<file path="src/rtl/booth_mul_8bit_pkg.sv">
// Shared definitions for the sequential radix-2 Booth multiplier:
// FSM state encoding, iteration count and the sign-recovery helper.
package booth_mul_8bit_pkg;

  typedef enum logic [1:0] {
    IDLE = 2'd0,
    RUN  = 2'd1,
    DONE = 2'd2
  } state_t;

  localparam int         BOOTH_ITER = 8;
  localparam logic [2:0] LAST_COUNT = 3'(BOOTH_ITER - 1);

  // Sign bit of the 9-bit partial sum. When an add/sub was taken the 8-bit
  // result may have overflowed (e.g. 0 - (-128)); S[7]^ov recovers the true
  // sign. Otherwise the accumulator passes through and keeps its own sign.
  function automatic logic true_sign(input logic taken, input logic s7,
                                     input logic ov, input logic acc7);
    return taken ? (s7 ^ ov) : acc7;
  endfunction

endpackage

</file>
<file path="src/rtl/booth_mul_8bit_addsub.sv">
// 8-bit two's-complement add/subtract unit: S = A + B (addsub=0) or
// S = A - B (addsub=1), with carry-out and signed overflow flag.
module addsub_8bit (
  input  logic [7:0] A,
  input  logic [7:0] B,
  input  logic       addsub,
  output logic [7:0] S,
  output logic       cout,
  output logic       ov_flag
);

  logic [7:0] w_bx;

  assign w_bx = B ^ {8{addsub}};

  // Single ripple sum; subtraction is add of the inverted operand plus one.
  always_comb begin
    {cout, S} = {1'b0, A} + {1'b0, w_bx} + {8'd0, addsub};
    ov_flag   = (A[7] == w_bx[7]) && (S[7] != A[7]);
  end

endmodule

</file>
<file path="src/rtl/booth_mul_8bit.sv">
// Sequential signed 8x8 radix-2 Booth multiplier. One partial-product step
// per clock through a single addsub_8bit; start/done handshake, 16-bit
// product held until the next completion.
module booth_mul_8bit
  import booth_mul_8bit_pkg::*;
(
  input  logic        clk,
  input  logic        rst,
  input  logic        start,
  input  logic [7:0]  A,
  input  logic [7:0]  B,
  output logic        busy,
  output logic        done,
  output logic [15:0] P
);

  state_t             r_state;
  logic signed [7:0]  r_acc;
  logic        [7:0]  r_q;
  logic               r_q1;
  logic signed [7:0]  r_m;
  logic        [2:0]  r_count;
  logic               r_busy;
  logic               r_done;
  logic        [15:0] r_p;

  logic [7:0] w_s;
  logic       w_cout;
  logic       w_ov;
  logic       w_addsub;
  logic       w_take;
  logic [7:0] w_sum;
  logic       w_ts;
  logic [7:0] w_acc_next;
  logic [7:0] w_q_next;
  logic       w_unused;

  // Booth recoding of {Q[0], q_1}: 10 subtracts M, 01 adds M.
  assign w_addsub = r_q[0] & ~r_q1;
  assign w_take   = r_q[0] ^ r_q1;

  addsub_8bit u_addsub (
    .A       (r_acc),
    .B       (r_m),
    .addsub  (w_addsub),
    .S       (w_s),
    .cout    (w_cout),
    .ov_flag (w_ov)
  );

  // Carry-out has no role in a signed Booth step.
  assign w_unused = w_cout;

  // Partial sum and its arithmetic right shift across {ACC, Q}.
  always_comb begin
    w_sum      = w_take ? w_s : r_acc;
    w_ts       = true_sign(w_take, w_s[7], w_ov, r_acc[7]);
    w_acc_next = {w_ts, w_sum[7:1]};
    w_q_next   = {w_sum[0], r_q[7:1]};
  end

  // Control FSM with registered busy/done and the shift datapath.
  always_ff @(posedge clk) begin
    if (rst) begin
      r_state <= IDLE;
      r_acc   <= '0;
      r_q     <= '0;
      r_q1    <= 1'b0;
      r_m     <= '0;
      r_count <= '0;
      r_busy  <= 1'b0;
      r_done  <= 1'b0;
      r_p     <= '0;
    end else begin
      case (r_state)
        IDLE, DONE: begin
          r_done <= 1'b0;
          if (start) begin
            r_m     <= A;
            r_q     <= B;
            r_acc   <= '0;
            r_q1    <= 1'b0;
            r_count <= '0;
            r_busy  <= 1'b1;
            r_state <= RUN;
          end else begin
            r_busy  <= 1'b0;
            r_state <= IDLE;
          end
        end
        RUN: begin
          r_acc   <= w_acc_next;
          r_q     <= w_q_next;
          r_q1    <= r_q[0];
          r_count <= r_count + 3'd1;
          if (r_count == LAST_COUNT) begin
            r_p     <= {w_acc_next, w_q_next};
            r_busy  <= 1'b0;
            r_done  <= 1'b1;
            r_state <= DONE;
          end
        end
        default: begin
          r_busy  <= 1'b0;
          r_done  <= 1'b0;
          r_state <= IDLE;
        end
      endcase
    end
  end

  assign busy = r_busy;
  assign done = r_done;
  assign P    = r_p;

endmodule

</file>
<file path="config.mk">
export PLATFORM = sky130hd
export DESIGN_NAME = booth_mul_8bit
export DESIGN_NICKNAME = d
export VERILOG_FILES = /design/src/rtl/booth_mul_8bit_pkg.sv /design/src/rtl/booth_mul_8bit_addsub.sv /design/src/rtl/booth_mul_8bit.sv
export SDC_FILE = /design/constraint.sdc
export NUM_CORES = 1
export LEC_CHECK = 0
export CAP_MARGIN = 20
export CORE_MARGIN = 2
export CORE_UTILIZATION = 47
export DETAILED_ROUTE_END_ITERATION = 7
export HOLD_SLACK_MARGIN = 0.15
export PLACE_DENSITY = 0.86
export SYNTH_ARGS = -nofsm -noshare
export SYNTH_HDL_FRONTEND = slang
export SYNTH_SLANG_ARGS = --single-unit
</file>
<file path="constraint.sdc">
create_clock -name clk -period 2.7 [get_ports clk]
set_clock_uncertainty 0.1 [all_clocks]
set_input_delay 0.54 -clock clk [delete_from_list [all_inputs] [get_ports clk]]
set_output_delay 0.54 -clock clk [all_outputs]
set_load 0.01 [all_outputs]
</file>
After elaboration in Yosys (flattened, before gate mapping)

Cells that the tools add are included.
Widths: inputs -> output; s select.

Add/subtract/negate cells: 3
Equal/unequal tests: 7
Mux-type cells: 16
Bitwise gates (word level): 6
Reduce and logical (&&, ||, !) cells: 8

Operator list:

| cell                | count |
|---|---|
| $pmux 8 s2          | 2 |
| $mux 8              | 3 |
| $add 8x1->8         | 1 |
| $add 8x8->8         | 1 |
| $xor 8x8->8         | 1 |
| $pmux 3 s2          | 1 |
| $reduce_and 2->1    | 3 |
| $mux 1              | 5 |
| $ne 2x2->1 const B  | 2 |
| $pmux 1 s2          | 2 |
| $pmux 2 s2          | 1 |
| $reduce_or 2->1     | 2 |
| $add 3x1->3 const B | 1 |
| $eq 3x3->1 const B  | 1 |
| $mux 3              | 1 |
| $eq 2x1->1 const B  | 1 |
| $eq 2x2->1 const B  | 1 |
| $logic_not 2->1     | 1 |
| $mux 2              | 1 |
| $not 1->1           | 2 |
| $reduce_bool 2->1   | 1 |
| $xor 1x1->1         | 2 |
| $and 1x1->1         | 1 |
| $eq 1x1->1          | 1 |
| other kinds (2)     | 2 |

Bits in registers: 48
Input port bits: 19
Output and inout bits: 18
Logic and storage cells: 49

Depth between registers and ports, before layout

Word-level depth: 10
Depth in mapped cells: 12
Depth with buffers taken out: 11

By module

From an unflattened synthesis, not the netlist that was laid out.

Cells, all modules: 265
Area, all modules: 2359.8 µm²

By module, submodules not included:

| module         | times used | cells an instance | area an instance (µm²) | seq. area each (µm²) |
|---|---|---|---|---|
| booth_mul_8bit | 1          | 205               | 1889.3                 | 960.9 |
| addsub_8bit    | 1          | 60                | 470.5                  | 0.0 |

Worst setup path after synthesis

OpenSTA, ideal clock, no wires.

Path type: reg2reg
Start: reg r_q1
End: reg r_p[14] (netlist: P[14])
Library setup time: 0.134 ns
Arrival time: 2.554 ns
Data required time: 2.466 ns
Slack: -0.087 ns
Stages on the path, launching flop included: 12
Period minus slack after synthesis: 2.787 ns
Path through: dfxtp_1 inv_1 ha_1 buf_6 xor2_1 ha_1 a21oi_1 o221ai_2 a221o_1 fa_1 a21boi_0 a211oi_1

Word-level cells in the longest chain between the ends: 6

Ends and longest elaborated chain:

| what                     | line                        | RTL |
|---|---|---|
| start: declaration       | booth_mul_8bit.sv:20        | `logic r_q1;` |
| start signal: assignment | booth_mul_8bit.sv:94        | `r_q1 <= r_q[0];` |
| $not 1->1                | booth_mul_8bit.sv:39        | `assign w_addsub = r_q[0] & ~r_q1;` |
| $and 1x1->1              | booth_mul_8bit.sv:39        |  |
| $xor 8x8->8              | booth_mul_8bit_addsub.sv:14 | `assign w_bx = B ^ {8{addsub}};` |
| $add 8x8->8              | booth_mul_8bit_addsub.sv:18 | `{cout, S} = {1'b0, A} + {1'b0, w_bx} + {8'd0, addsub};` |
| $add 8x1->8              | booth_mul_8bit_addsub.sv:18 |  |
| $mux 8 (*)               | booth_mul_8bit.sv:56        | `w_sum = w_take ? w_s : r_acc;` |
| end signal: assignment   | booth_mul_8bit.sv:97        | `r_p <= {w_acc_next, w_q_next};` |
| end: declaration         | booth_mul_8bit.sv:25        | `logic [15:0] r_p;` |

Every way passes the cells marked *; elsewhere a longest branch is shown, timed or not.
A chain may end at the register's enable or synchronous reset.

Final worst setup path

Start: reg r_q[0]
End: reg r_p[14] (netlist: P[14])

Word-level cells in the longest chain between the ends: 5

Ends and longest elaborated chain:

| what                     | line                        | RTL |
|---|---|---|
| start: declaration       | booth_mul_8bit.sv:19        | `logic [7:0] r_q;` |
| start signal: assignment | booth_mul_8bit.sv:93        | `r_q <= w_q_next;` |
| $and 1x1->1              | booth_mul_8bit.sv:39        |  |
| $xor 8x8->8              | booth_mul_8bit_addsub.sv:14 |  |
| $add 8x8->8              | booth_mul_8bit_addsub.sv:18 |  |
| $add 8x1->8              | booth_mul_8bit_addsub.sv:18 |  |
| $mux 8 (*)               | booth_mul_8bit.sv:56        |  |

Marks and branches as above.

==> results <==
sequential cells by signal, summed over array words and instances, names as in the netlist:
| name | count |
|---|---|
| P | 16 |
| r_acc | 8 |
| r_m | 8 |
| r_q | 8 |
| r_count | 3 |
| r_state | 2 |
| busy | 1 |
| done | 1 |
| r_q1 | 1 |
cell usage in the layout (no fill, tap or decap), types with 2 or more instances in the layout:
cell type	instances
a211oi_1	4
a311oi_1	8
ha_1	8
nor2_1	21
a211oi_2	2
o21ai_0	7
a21oi_1	20
clkdlybuf4s50_1	36
bufinv_16	2
o31ai_1	2
inv_1	4
a21oi_2	3
nand2_1	60
xor2_1	5
nand2b_1	7
xnor2_1	4
nor3_1	6
buf_4	19
o21ai_1	3
o211ai_1	2
clkbuf_8	5
a22o_1	4
mux2i_1	2
dfxtp_1	47
and2_1	2
per-stage QoR:
step | power [mW] | instance area, um2 | setup TNS [ns]
2_1_floorplan | 0.941 | 2240 | 0
3_3_place_gp | 1.03 | 2720 | 0
3_5_place_dp | 1.04 | 2720 | -0.196
4_1_cts | 1.64 | 2860 | 0
5_1_grt | 1.72 | 2900 | -0.319
6_report | 1.65 | 2900 | 0
final timing paths:
path                                            to  slack [ns]  cells past startpoint
worst max-delay path            P[14]$_SDFFE_PP0P_        0.01                      9
worst min-delay path             P[5]$_SDFFE_PP0P_        0.36                      2
worst max register to register  P[14]$_SDFFE_PP0P_        0.01                      9
worst min register to register   P[5]$_SDFFE_PP0P_        0.36                      2
cell families (layout without fill, tap and decap cells):
logic type	Yosys count	count (layout)	share of synthesized area
compound gates	66	66	0.203
xor+xnor	10	10	0.0392
fa+ha+maj	11	11	0.0683
buf+inv	22	67	0.0437
flops	48	48	0.430
mux	3	3	0.0151
simple gates	104	104	0.200
area by class of cell:
cell class / instances / area, um2 / area share
inverters: 5 / 18.8 / 0.00648
flip-flops and latches: 48 / 962 / 0.332
clock inverters: 2 / 60.1 / 0.0207
well taps: 54 / 67.6 / 0.0233
clock buffers: 5 / 68.8 / 0.0237
multi-input cells: 194 / 1220 / 0.420
repair buffers: 55 / 503 / 0.174
metal layers:
layer / vias up / global-route usage
met4: 0 / 0.0679
met2: 43 / 0.318
li1: 999 / -
met3: 6 / 0.0442
met5: - / 0
met1: 941 / 0.258
critical path, stage by stage, from the launching register on:
cell	delay (ns)
dfxtp_1	0.39
ha_4	0.22
buf_4	0.15
xor2_1	0.16
ha_1	0.29
and2_1	0.16
a221o_1	0.35
fa_2	0.54
a21boi_2	0.06
a211oi_2	0.17
where the power goes:
group	leakage, nW	internal, mW	switching [mW]
sequential	0.391	0.735	0.0231
clock	0.0642	0.364	0.234
combinational	0.664	0.139	0.150
timing repair:
action | in CTS | in global routing
pin swaps | 0 | 5
setup endpoints to repair | 5 | 6
setup buffers | 0 | 1
resized for setup | 2 | 10
==> impl_metrics.csv <==
group,metric,value,unit
outcome,status,"completed",
clock_network,clock_path_buffers,2,
yosys,synth_top_cell_area_share,0.430,
grt,grt_pass1_vias,1772,
critical_path,worst-path-max-fanout,6,
route,routed_wl,4940,um
placed_design,dp_slack,-0.0783,ns
yosys,synthTopCellsByCount,"nand2_1, dfxtp_1, a21oi_1",
timing,worst_pin_slew,0.762,ns
die,fp.coreArea,4660,um2
timing,fin_ws,0.0114,ns
die,die_h,72.9,um
grt,grt_pass1_wl,8170,um
die,start_util,0.479,
yosys,synth_area,2230,um2
final_layout,num_antenna_cells,0,
route,maxUsedRoutingLayer,"met4",
final_layout,nets,339,
route,dr.first_iter.drc_count,137,
yosys,ys_types,45,
yosys,ys.flop_type,"dfxtp_1",
placed_design,dp.cells,355,
route,wl_met1,2290,um
grt,grt_max_degree,21,
die,dieArea,5320,um2
yosys,avgSynthCellArea,8.46,um2
placed_design,dpl.hpwl,3500,um
timing,finalCriticalPeriod,2.69,ns
yosys,syn_nets,294,
grt,grt_overflow,0,
clock_network,clkTransAtPathRegs,0.09,ns
clock_network,clock-sinks,48,
yosys,ys_async_sr_fraction,0,
critical_path,critPathArrivalTime,2.82,ns
min_path,hold_start,"P[5]$_SDFFE_PP0P_",
final_layout,instances_no_fill,363,
yosys,synth_sequential_area_ratio,0.430,
critical_path,critPathRequiredTime,2.83,ns
yosys,ys_ff_latch,48,
critical_path,startpoint,"r_q[0]$_SDFFE_PP0P_",
clock_network,cts_tree,"yes",
yosys,synth-edff-count,0,
route,firstDrtPassIters,5,
clock_network,cts-htree-levels,2,
yosys,yosys_warnings,0,
yosys,synth.area.top_cells,"dfxtp_1, nand2_1, a21oi_1, ha_1, nor2_1",
clock_network,holdBufCountCts,0,
timing,fmax,372,MHz
min_path,hold_class,"flop to flop",
die,io_pins,37,
timing,maxSlewViolCount,0,
final_layout,nFillCells,390,
critical_path,worst_setup_path_end_kind,"flop",
die,rows,25,
route,routed_via_density,5.48,
yosys,syn_inst,264,
route,wl_met2,2410,um
route,wl_per_cell,13.6,um
timing,rsz0062_at_grt,"yes",
placed_design,finalWeightedCongestion,0.855,
route,num_vias,1989,
placed_design,numPortBuffers,36,
route,route.met3.wl,168,um
final_layout,syn2layout_area_growth,29.7,%
power,power_leakage,1.12,nW
die,die_x,72.9,um
critical_path,cp-start-kind,"flop",
timing,hold_viol,0,
yosys,yosysTopAreaCell,"dfxtp_1",
route,drc_errors,0,
job,cap_viol_max_count,0,
yosys,yosysMostFrequentCell,"nand2_1",
clock_network,cts_root_buf,"clkbuf_8",
timing,setup_violations,0,
power,peakVddDrop,0.000244,V
critical_path,critical_path_class,"flop to flop",
grt,grtUsageTotal,0.196,
timing,fin_worst_hold_slack,0.355,ns
final_layout,drive_gt1_frac,0.129,
timing,period_share,0.996,
power,power_density,568,nW/um2
critical_path,r2r-start,"r_q[0]$_SDFFE_PP0P_",
final_layout,utilization,0.622,
timing,relSlewSlack,0.492,
clock_network,clk-insertion-delay-late,0.30,ns
grt,antenna_found_initial,0,
clock_network,cts_buffers,5,
route,ant_nets,0,
No activity file was read; power rests on OpenSTA's default activity.
